`src/rtl/bin2bcd_pkg.sv`:
```
// Shared types and helpers for the sequential binary-to-BCD converter.
package bin2bcd_pkg;

  typedef enum logic [1:0] {
    IDLE = 2'd0,
    OP   = 2'd1,
    DONE = 2'd2
  } b2b_state_t;

  // Double-dabble correction: a digit of 5..9 is pre-biased so the following shift carries out.
  function automatic logic [3:0] bcd_adj3(input logic [3:0] digit);
    return (digit > 4'd4) ? digit + 4'd3 : digit;
  endfunction

endpackage

```
`src/rtl/bin2bcd_gen_bcd_digit_adj.sv`:
```
// Combinational add-3 correction for one working BCD digit.
module bcd_digit_adj
  import bin2bcd_pkg::*;
(
  input  logic [3:0] digit_in,
  output logic [3:0] digit_out
);

  assign digit_out = bcd_adj3(digit_in);

endmodule

```
`src/rtl/bin2bcd_gen.sv`:
```
// Sequential shift-and-add-3 binary-to-BCD converter with sign, overflow and
// leading-zero blanking; one result every BIN_W+2 cycles.
module bin2bcd_gen
  import bin2bcd_pkg::*;
#(
  parameter int BIN_W  = 16,
  parameter int DIGITS = 5
) (
  input  logic                  clk,
  input  logic                  reset_n,
  input  logic                  start,
  input  logic                  signed_mode,
  input  logic [BIN_W-1:0]      bin,
  output logic                  ready,
  output logic                  done_tick,
  output logic                  sign,
  output logic                  overflow,
  output logic [4*DIGITS-1:0]   bcd,
  output logic [DIGITS-1:0]     blank
);

  localparam int CNT_W = $clog2(BIN_W + 1);

  b2b_state_t state_q, state_d;

  logic [BIN_W-1:0]       shift_q;
  logic [4*DIGITS-1:0]    digits_q;
  logic [4*DIGITS-1:0]    digits_adj;
  logic [CNT_W-1:0]       cnt_q;
  logic                   sign_tmp_q;
  logic                   ovf_q;

  logic                   neg;
  logic signed [BIN_W-1:0] bin_s;
  logic [BIN_W-1:0]       mag;
  logic [DIGITS-1:0]      blank_w;

  // Negating the most-negative value wraps to 2^(BIN_W-1), which is the correct magnitude.
  assign neg   = signed_mode & bin[BIN_W-1];
  assign bin_s = $signed(bin);
  assign mag   = neg ? $unsigned(-bin_s) : bin;

  for (genvar g = 0; g < DIGITS; g++) begin : g_adj
    bcd_digit_adj u_adj (
      .digit_in  (digits_q[4*g +: 4]),
      .digit_out (digits_adj[4*g +: 4])
    );
  end

  always_comb begin
    blank_w = '0;
    for (int i = 1; i < DIGITS; i++) begin
      blank_w[i] = ((digits_q >> (4 * i)) == '0);
    end
  end

  always_comb begin
    state_d = IDLE;
    case (state_q)
      IDLE:    state_d = start ? OP : IDLE;
      OP:      state_d = (cnt_q == CNT_W'(1)) ? DONE : OP;
      DONE:    state_d = IDLE;
      default: state_d = IDLE;
    endcase
  end

  always_ff @(posedge clk or negedge reset_n) begin
    if (!reset_n) begin
      state_q   <= IDLE;
      ready     <= 1'b1;
      done_tick <= 1'b0;
    end else begin
      state_q   <= state_d;
      ready     <= (state_d == IDLE);
      done_tick <= (state_d == DONE);
    end
  end

  // Working registers shift during OP; result registers only load on leaving DONE.
  always_ff @(posedge clk or negedge reset_n) begin
    if (!reset_n) begin
      shift_q    <= '0;
      digits_q   <= '0;
      cnt_q      <= '0;
      sign_tmp_q <= 1'b0;
      ovf_q      <= 1'b0;
      bcd        <= '0;
      sign       <= 1'b0;
      overflow   <= 1'b0;
      blank      <= '0;
    end else begin
      case (state_q)
        IDLE: begin
          if (start) begin
            shift_q    <= mag;
            digits_q   <= '0;
            cnt_q      <= CNT_W'(BIN_W);
            sign_tmp_q <= neg;
            ovf_q      <= 1'b0;
          end
        end
        OP: begin
          digits_q <= {digits_adj[4*DIGITS-2:0], shift_q[BIN_W-1]};
          shift_q  <= shift_q << 1;
          ovf_q    <= ovf_q | digits_adj[4*DIGITS-1];
          cnt_q    <= cnt_q - CNT_W'(1);
        end
        DONE: begin
          bcd      <= digits_q;
          sign     <= sign_tmp_q;
          overflow <= ovf_q;
          blank    <= blank_w;
        end
        default: ;
      endcase
    end
  end

endmodule
```
`config.mk`:
```
export PLATFORM = sky130hd
export DESIGN_NAME = bin2bcd_gen
export DESIGN_NICKNAME = d
export VERILOG_FILES = /design/src/rtl/bin2bcd_pkg.sv /design/src/rtl/bin2bcd_gen_bcd_digit_adj.sv /design/src/rtl/bin2bcd_gen.sv
export SDC_FILE = /design/constraint.sdc
export NUM_CORES = 1
export LEC_CHECK = 0
export ABC_AREA = 1
export BUFFER_PORTS_ARGS = -buffer_cell sky130_fd_sc_hd__buf_2
export CAP_MARGIN = 15
export CORE_ASPECT_RATIO = 2
export CORE_MARGIN = 4
export CORE_UTILIZATION = 33
export DETAILED_ROUTE_END_ITERATION = 8
export GPL_ROUTABILITY_DRIVEN = 0
export PLACE_DENSITY = 0.48
export SLEW_MARGIN = 20
export SYNTH_ARGS = -nofsm -noshare
export SYNTH_HDL_FRONTEND = slang
export SYNTH_SLANG_ARGS = --single-unit
export TNS_END_PERCENT = 30
```
`constraint.sdc`:
```
create_clock -name clk -period 1.9 [get_ports clk]
set_input_delay 0.19 -clock clk [delete_from_list [all_inputs] [get_ports clk]]
set_output_delay 0.19 -clock clk [all_outputs]
set_load 0.1 [all_outputs]
```
### Yosys cells after proc, flatten, opt, wreduce, memory -nomap -nowiden

Cells that the tools add are included.

| storage, ports and cells | value |
|---|---|
| logic and storage cells | 57 |
| bits of input ports | 20 |
| flip-flop bits (word level) | 73 |

| operators by class | value |
|---|---|
| mux-type cells | 17 |
| reductions and logical operators | 9 |
| bitwise operators | 2 |
| eq/ne operators | 5 |
| order comparisons | 5 |
| add/subtract/negate cells | 7 |

Operator list:

| operator | number |
|---|---|
| $logic_not 20->1 | 4 |
| $pmux 20 s2 | 1 |
| $mux 16 | 2 |
| $pmux 16 s2 | 1 |
| $add 4x2->4 const B | 5 |
| $gt 4x3->1 const B | 5 |
| $mux 20 | 1 |
| $mux 4 | 5 |
| $neg 16->16 | 1 |
| $pmux 5 s2 | 1 |
| $eq 5x1->1 const B | 1 |
| $mux 5 | 1 |
| $sub 5x1->5 const B | 1 |
| $eq 2x2->1 const B | 2 |
| $logic_not 2->1 | 2 |
| $pmux 2 s2 | 1 |
| $reduce_and 2->1 | 2 |
| $eq 2x1->1 const B | 1 |
| $mux 1 | 2 |
| $mux 2 | 1 |
| $ne 2x2->1 const B | 1 |
| $pmux 1 s2 | 1 |
| $reduce_bool 2->1 | 1 |
| $and 1x1->1 | 1 |
| $or 1x1->1 | 1 |

### Logic depth before layout (Yosys ltp)

Gate-level depths: netlist of the first run.

| logic depth | value |
|---|---|
| word-level depth | 4 |
| gate-level depth with buffers | 8 |

### By module

Synthesis of the first run repeated with hierarchy kept, for this count alone.

| second synthesis, totals | value |
|---|---|
| cell total of the unflattened synthesis | 511 |
| area, all modules | 3960.0 um^2 |

Modules (own cells, without submodules):

| module | area an instance (um^2) | cells each | times used |
|---|---|---|---|
| bin2bcd_gen | 3290.7 | 366 | 1 |
| bcd_digit_adj | 133.9 | 29 | 5 |

### Worst setup path before layout of the first run

Ideal clock, no wire load.

| path | value |
|---|---|
| path kind | reg2reg |
| start | reg digits_q[8] |
| end | reg digits_q[10] |
| setup time | 0.130 ns |
| cell stages (with the launch flop) | 8 |
| data required time | 1.770 ns |
| setup slack | 0.556 ns |
| arrival time | 1.214 ns |
| path through | dfrtp_1 inv_1 ha_1 or2_2 nand2_1 a21oi_1 o21ai_0 o21ai_0 |

| between the ends | value |
|---|---|
| longest elaborated chain between the ends | 3 |
| elaborated cells between the ends (all ways) | 4 |

Ends and longest elaborated chain:

| element | RTL line | text |
|---|---|---|
| start, declared | bin2bcd_gen.sv:27 | `logic [4*DIGITS-1:0] digits_q;` |
| start signal, assigned | bin2bcd_gen.sv:103 | `digits_q <= {digits_adj[4*DIGITS-2:0], shift_q[BIN_W-1]};` |
| $add 4x2->4 or $gt 4x3->1 (tied branches) | bin2bcd_pkg.sv:12 | `return (digit > 4'd4) ? digit + 4'd3 : digit;` |
| $mux 4 (*) | bin2bcd_pkg.sv:12 |  |
| $pmux 20 s2 (*) | bin2bcd_gen.sv:92 | `case (state_q)` |

Mark *: on every way between the ends. The rest lies on a longest branch, timed or not.
A chain may end at the register's enable or synchronous reset.

### Worst setup path after layout of the first run

| path | value |
|---|---|
| start | reg digits_q[8] |
| end | reg digits_q[12] |

Same word-level chain as after synthesis.

==> flow_summary_export.csv, run 1 <==
group,metric,value,unit
min_path,hp-start,"bin[15]",
cells_and_area,seqCellArea,1828,µm²
yosys,ys_warn_count,0,
grt,track_usage,13.64,%
min_path,min_path_cells,3,
place,dp_hpwl,5801,µm
timing,finalHoldViolCount,0,
cts,clkLatencyLatePin,0.33,ns
pwr,ir_drop,0.6335,mV
route,via_per_inst,4.836,
setup_path,crit_top_cell,"o21ai_0",
die,num_rows,53,
yosys,syn-num-nets,442,
die,die_h,154.9,µm
yosys,synth_top_cell_area_share,50.58,%
setup_path,r2r_cells,6,
grt,grt_pass1_wl,13260,µm
timing,drv_slew,0,
grt,grt_pass1_vias,2837,
pwr,switching_share,43.29,%
route,drc,0,
cells_and_area,drive_gt1_share,17.31,%
cts,cts_tree,"yes",
cells_and_area,stdcell_area,4240,µm²
timing,fin_crit,1.524,ns
setup_path,arrival,1.77,ns
cts,post-cts-setup-buffers,0,
setup_path,end_kind,"register",
place,placed_area,3902,µm²
min_path,hold_end,"shift_q[15]",
setup_path,slowest_delay,0.38,ns
die,die_area,12620,µm²
cts,cts.repair.resized,0,
cts,cts_inserted_buffers,9,
die,die_x,81.47,µm
route,wl,7984,µm
cts,clk_pin_slew,0.05,ns
route,drt_iter0_markers,113,
setup_path,worstReg2RegStart,"digits_q[8]",
route,dr.pass1.iters,4,
cells_and_area,fillerInstances,1080,
cells_and_area,antennaDiodeCount,0,
route,wl_per_cell,13.20,µm
route,antenna_left,0,
timing,rsz0062_at_grt,"no",
cts,htree_levels,3,
setup_path,crit_type,"reg -> reg",
setup_path,start_kind,"register",
pwr,p_clk_share,24.1,%
min_path,hold_path.class,"in -> reg",
pwr,power.internal,0.004249,W
setup_path,cp_max_fo,4,
die,ioPinCount,49,
yosys,synthTopCellsByArea,"dfrtp_1, o21ai_0, nand2_1",
die,core,10540,µm²
yosys,avgSynthCellArea,8.604,µm²
cells_and_area,multi_input_area,1431,µm²
yosys,syn-cell-area,3562,µm²
pwr,p_comb_share,42.6,%
timing,tns,0,ns
timing,fmax,656.0,MHz
grt,gr-total-overflow,0,
pwr,pwr-share-seq,33.3,%
setup_path,cpMaxStageDelayCell,"dfrtp_1",
yosys,yosysSeqAreaShare,51.32,%
place,io_buffers,47,
setup_path,r2r_slack,0.38,ns
flow_run,max_cap_viol_count,0,
timing,timing.clock.skew,0.006999,ns
cells_and_area,utilization,40.22,%
die,initial_utilization,33.78,%
cells_and_area,area_growth_syn_to_layout,19.04,%
yosys,synth_area_leader_cell,"dfrtp_1",
cells_and_area,final_common_cell,"nand2_1",
yosys,yosysUniqueCellTypes,36,
grt,antenna_found_initial,0,
setup_path,critPathRequiredTime,2.14,ns
timing,final.period_utilization,80.23,%
pwr,p_leak,2.077,nW
cts,clock_path_buffers,2,
route,num_vias,2926,
pwr,power.density,1767,nW/µm²
setup_path,worstReg2RegEnd,"digits_q[12]",
outcome,outcome,"complete, no violations",
yosys,syn_inst,414,
setup_path,crit_chain,"inv_1, ha_1, or2_2, o21ai_0, o311ai_0, o21ai_0",
cts,clockRootBuffer,"clkbuf_16",
cells_and_area,final_cell_mix,"nand2_1, dfrtp_1, o21ai_0, buf_2, inv_1",
pwr,p_sw,0.003243,W
cells_and_area,fin_nets,491,
grt,grt_max_degree,74,
timing,setup_viol,0,
cts,clock-sinks,73,
yosys,ys_ff_latch,73,
==> cells by family (layout without fill, tap and decap cells) <==
| logic type | Yosys count | after routing | synth area share, % |
|---|---|---|---|
| AND/OR/NAND/NOR | 140 | 140 | 16.65 |
| other | 1 | 1 | 0.1053 |
| flip-flops | 73 | 73 | 51.32 |
| adder cells (fa/ha/maj) | 8 | 8 | 2.810 |
| AO/OA/AOI/OAI | 123 | 123 | 19.39 |
| buffers and inverters | 64 | 118 | 8.500 |
| XOR/XNOR | 5 | 5 | 1.230 |
==> routing by layer <==
layer	wire (µm)	track usage, %	share of wire (%)
met1	3253	15.12	41
met2	4259	23.93	53
met3	273	2.491	3.4
met4	197	7.172	2.5
met5	0	0	0
==> how the worst max path moves through the flow <==
stage | from | end | slack [ns] | depth (start not counted)
finish | digits_q[8] | digits_q[12] | 0.38 | 6
global route | digits_q[8] | digits_q[12] | 0.23 | 6
CTS | digits_q[8] | digits_q[12] | 0.37 | 6
detailed placement | digits_q[8] | digits_q[12] | 0.37 | 6
global placement | digits_q[8] | digits_q[12] | 0.38 | 6
floorplan | digits_q[8] | digits_q[10] | 0.56 | 7
==> layout make-up <==
cell class	instances	area share, %
Clock buffer	15	7.023
Clock inverter	1	0.7082
Inverter	49	4.397
Multi-Input combinational cell	277	33.76
Sequential cell	73	43.11
Tap cell	137	4.042
Timing Repair Buffer	53	6.964
==> state kept, by name, summed over array words and instances (netlist names) <==
name        count
blank           4
bcd            20
digits_q       20
state_q         2
ready           1
shift_q        16
cnt_q           5
overflow        1
sign            1
sign_tmp_q      1
done_tick       1
ovf_q           1
==> metrics by stage <==
step                      hold slack (ns)  power, W  setup slack [ns]  cells
after floorplan                   -0.1056  0.005074            0.5562    414
final                              0.1456  0.007492            0.3756    605
after CTS                          0.1367  0.007606            0.3660    605
after global routing               0.1522  0.008095            0.2252    605
after detailed placement           0.2570  0.005761            0.3718    588
after global placement             0.2555  0.005711            0.3755    588
==> cell usage after synthesis <==
cell      number
nand2_1       76
dfrtp_1       72
o21ai_0       70
inv_1         43
nor2_1        31
nand3_1       20
a21oi_1       14
a22oi_1       13
o21ai_1       11
ha_1           8
buf_4          5
buf_6          5
inv_2          5
o22ai_1        4
o311ai_0       4
buf_2          3
nand4_1        3
nor3_1         3
xor2_1         3
clkbuf_1       2
nand2_4        2
o21ai_2        2
xnor2_1        2
a22o_1         1
conb_1         1
dfstp_2        1
inv_4          1
nand2_2        1
nand3_2        1
nor4_1         1
o211ai_1       1
o21a_1         1
o221ai_1       1
o31ai_1        1
or2_1          1
or2_2          1
==> power groups by stage <==
| stage | registers, W | clock network (W) | logic [W] |
|---|---|---|---|
| after floorplan | 0.00328 | 0 | 0.00179 |
| after global placement | 0.00251 | 0 | 0.00320 |
| after detailed placement | 0.00252 | 0 | 0.00324 |
| after CTS | 0.00250 | 0.00186 | 0.00325 |
| after global routing | 0.00258 | 0.00190 | 0.00361 |
| final | 0.00250 | 0.00180 | 0.00319 |
==> critical path: cells and delay by family, from the launching register on <==
kind | cells | cell delay (ns)
AO/OA/AOI/OAI | 3 | 0.42
flip-flops | 1 | 0.38
adder cells (fa/ha/maj) | 1 | 0.23
AND/OR/NAND/NOR | 1 | 0.32
buffers and inverters | 1 | 0.08
==> what timing repair did <==
item,in CTS,in global routing
hold buffers,1,0
hold endpoints to repair,72,0
endpoints found under the setup margin,0,0
No activity file was read; power rests on OpenSTA's default activity.
==> inputs of run 2 (changes only) <==
Clock period 1.9 ns to 1.55 ns, I/O delays scaled along.
==> flow_summary_export.csv, run 2 (same netlist as run 1, synthesis figures left out) <==
group,metric,value,unit
outcome,outcome,"complete, no violations",
setup_path,cp_max_fo,4,
grt,gr-total-overflow,0,
grt,grt_pass1_wl,13560,µm
cells_and_area,fin_cells,611,
timing,setup_viol,0,
cells_and_area,final_cell_mix,"nand2_1, dfrtp_1, o21ai_0, buf_2, inv_1",
setup_path,arrival,1.67,ns
cts,cts_inserted_buffers,9,
route,num_vias,2942,
grt,grt_max_degree,74,
timing,rsz0062_at_grt,"yes",
cells_and_area,drive_gt1_share,18.78,%
route,dr.pass1.iters,6,
cts,clockRootBuffer,"clkbuf_16",
die,ioPinCount,49,
grt,antenna_found_initial,0,
cts,htree_levels,3,
setup_path,crit_type,"reg -> reg",
timing,final.period_utilization,95.42,%
pwr,total_power,0.009405,W
place,io_buffers,47,
grt,grt_pass1_vias,2925,
cts,cts_tree,"yes",
cts,clk_pin_slew,0.05,ns
timing,timing.clock.skew,0.008979,ns
timing,fin_crit,1.479,ns
timing,drv_slew,0,
flow_run,max_cap_viol_count,0,
route,antenna_left,0,
min_path,hold_path.class,"in -> reg",
setup_path,end_kind,"register",
place,numPlacedInstances,594,
route,drc,0,
cts,clkLatencyLatePin,0.33,ns
route,drt_iter0_markers,138,
cells_and_area,area_growth_syn_to_layout,20.90,%
cts,clock-sinks,73,
route,wl_per_cell,13.08,µm
cells_and_area,antennaDiodeCount,0,
cells_and_area,final_common_cell,"nand2_1",
place,dp_hpwl,5864,µm
route,wl,7990,µm
setup_path,start_kind,"register",
cells_and_area,reg.largest.list,"bcd (20), digits_q (20), shift_q (16)",
pwr,p_leak,2.104,nW
setup_path,critPathRequiredTime,1.75,ns
pwr,ir_drop,0.8063,mV
cts,post-cts-setup-buffers,0,
die,core,10540,µm²
die,num_rows,53,
die,die_area,12620,µm²
die,initial_utilization,33.78,%
pwr,power.density,2184,nW/µm²
die,die_h,154.9,µm
timing,fmax,676.1,MHz
cells_and_area,fin_nets,497,
cts,clock_path_buffers,2,
grt,track_usage,13.91,%
route,via_per_inst,4.815,
die,die_x,81.47,µm
timing,finalHoldViolCount,0,
==> run 2: metrics by stage <==
| stage | area [µm²] | utilization (%) | hold WS, ns | worst slack, ns | setup TNS [ns] |
|---|---|---|---|---|---|
| 6_report | 4307 | 40.84 | 0.1113 | 0.07096 | 0 |
| 5_1_grt | 4307 | 40.84 | 0.1178 | -0.009347 | -0.01198 |
| 4_1_cts | 4302 | 40.80 | 0.1046 | 0.02782 | 0 |
| 3_5_place_dp | 3960 | 37.56 | 0.2234 | 0.03118 | 0 |
| 3_3_place_gp | 3960 | 37.56 | 0.2173 | 0.09599 | 0 |
| 2_1_floorplan | 3562 | - | -0.1406 | 0.2062 | 0 |
==> run 2: layout make-up <==
type | count | area [µm²]
inverter | 49 | 186.4
clock buffer | 12 | 256.5
fill | 1079 | 6237
clock inverter | 4 | 75.07
timing repair buffer | 59 | 352.8
multi-input combinational | 277 | 1436
tap | 137 | 171.4
sequential | 73 | 1828
==> run 2: report_power, final <==
| group | switching (W) | internal, W |
|---|---|---|
| clock | 0.000767 | 0.00150 |
| sequential | 0.000416 | 0.00264 |
| combinational | 0.00286 | 0.00123 |
==> run 2: final timing paths <==
path                       slack [ns]   startpoint  cells after the start            to
max in group asynchronous        0.81      reset_n                      3         ready
min reg2reg                      0.48      bcd[11]                      2       bcd[11]
min                              0.11      bin[15]                      3   shift_q[15]
min in group asynchronous        0.38      reset_n                      3        bcd[4]
max                              0.07  digits_q[8]                      7  digits_q[10]
max reg2reg                      0.07  digits_q[8]                      7  digits_q[10]
==> run 2: repair_timing <==
item,CTS,global route
endpoints found under the hold margin,72,0
hold buffers,1,0
endpoints found under the setup margin,0,5
gates resized for setup,0,4
==> run 2: worst max-delay path, cell delays in order (launching register included) <==
cell	delay (ns)
dfrtp_1	0.37
inv_1	0.08
ha_1	0.22
or2_2	0.33
nand2_2	0.09
a21oi_1	0.06
o21ai_0	0.08
o21ai_0	0.12
==> run 2: routing by layer <==
metal / wire, µm / track usage [%] / vias to the layer above
met3: 292 / 2.607 / 9
li1: - / - / 1494
met5: 0 / 0 / -
met2: 4236 / 24.63 / 58
met1: 3280 / 15.40 / 1381
met4: 181 / 6.769 / 0
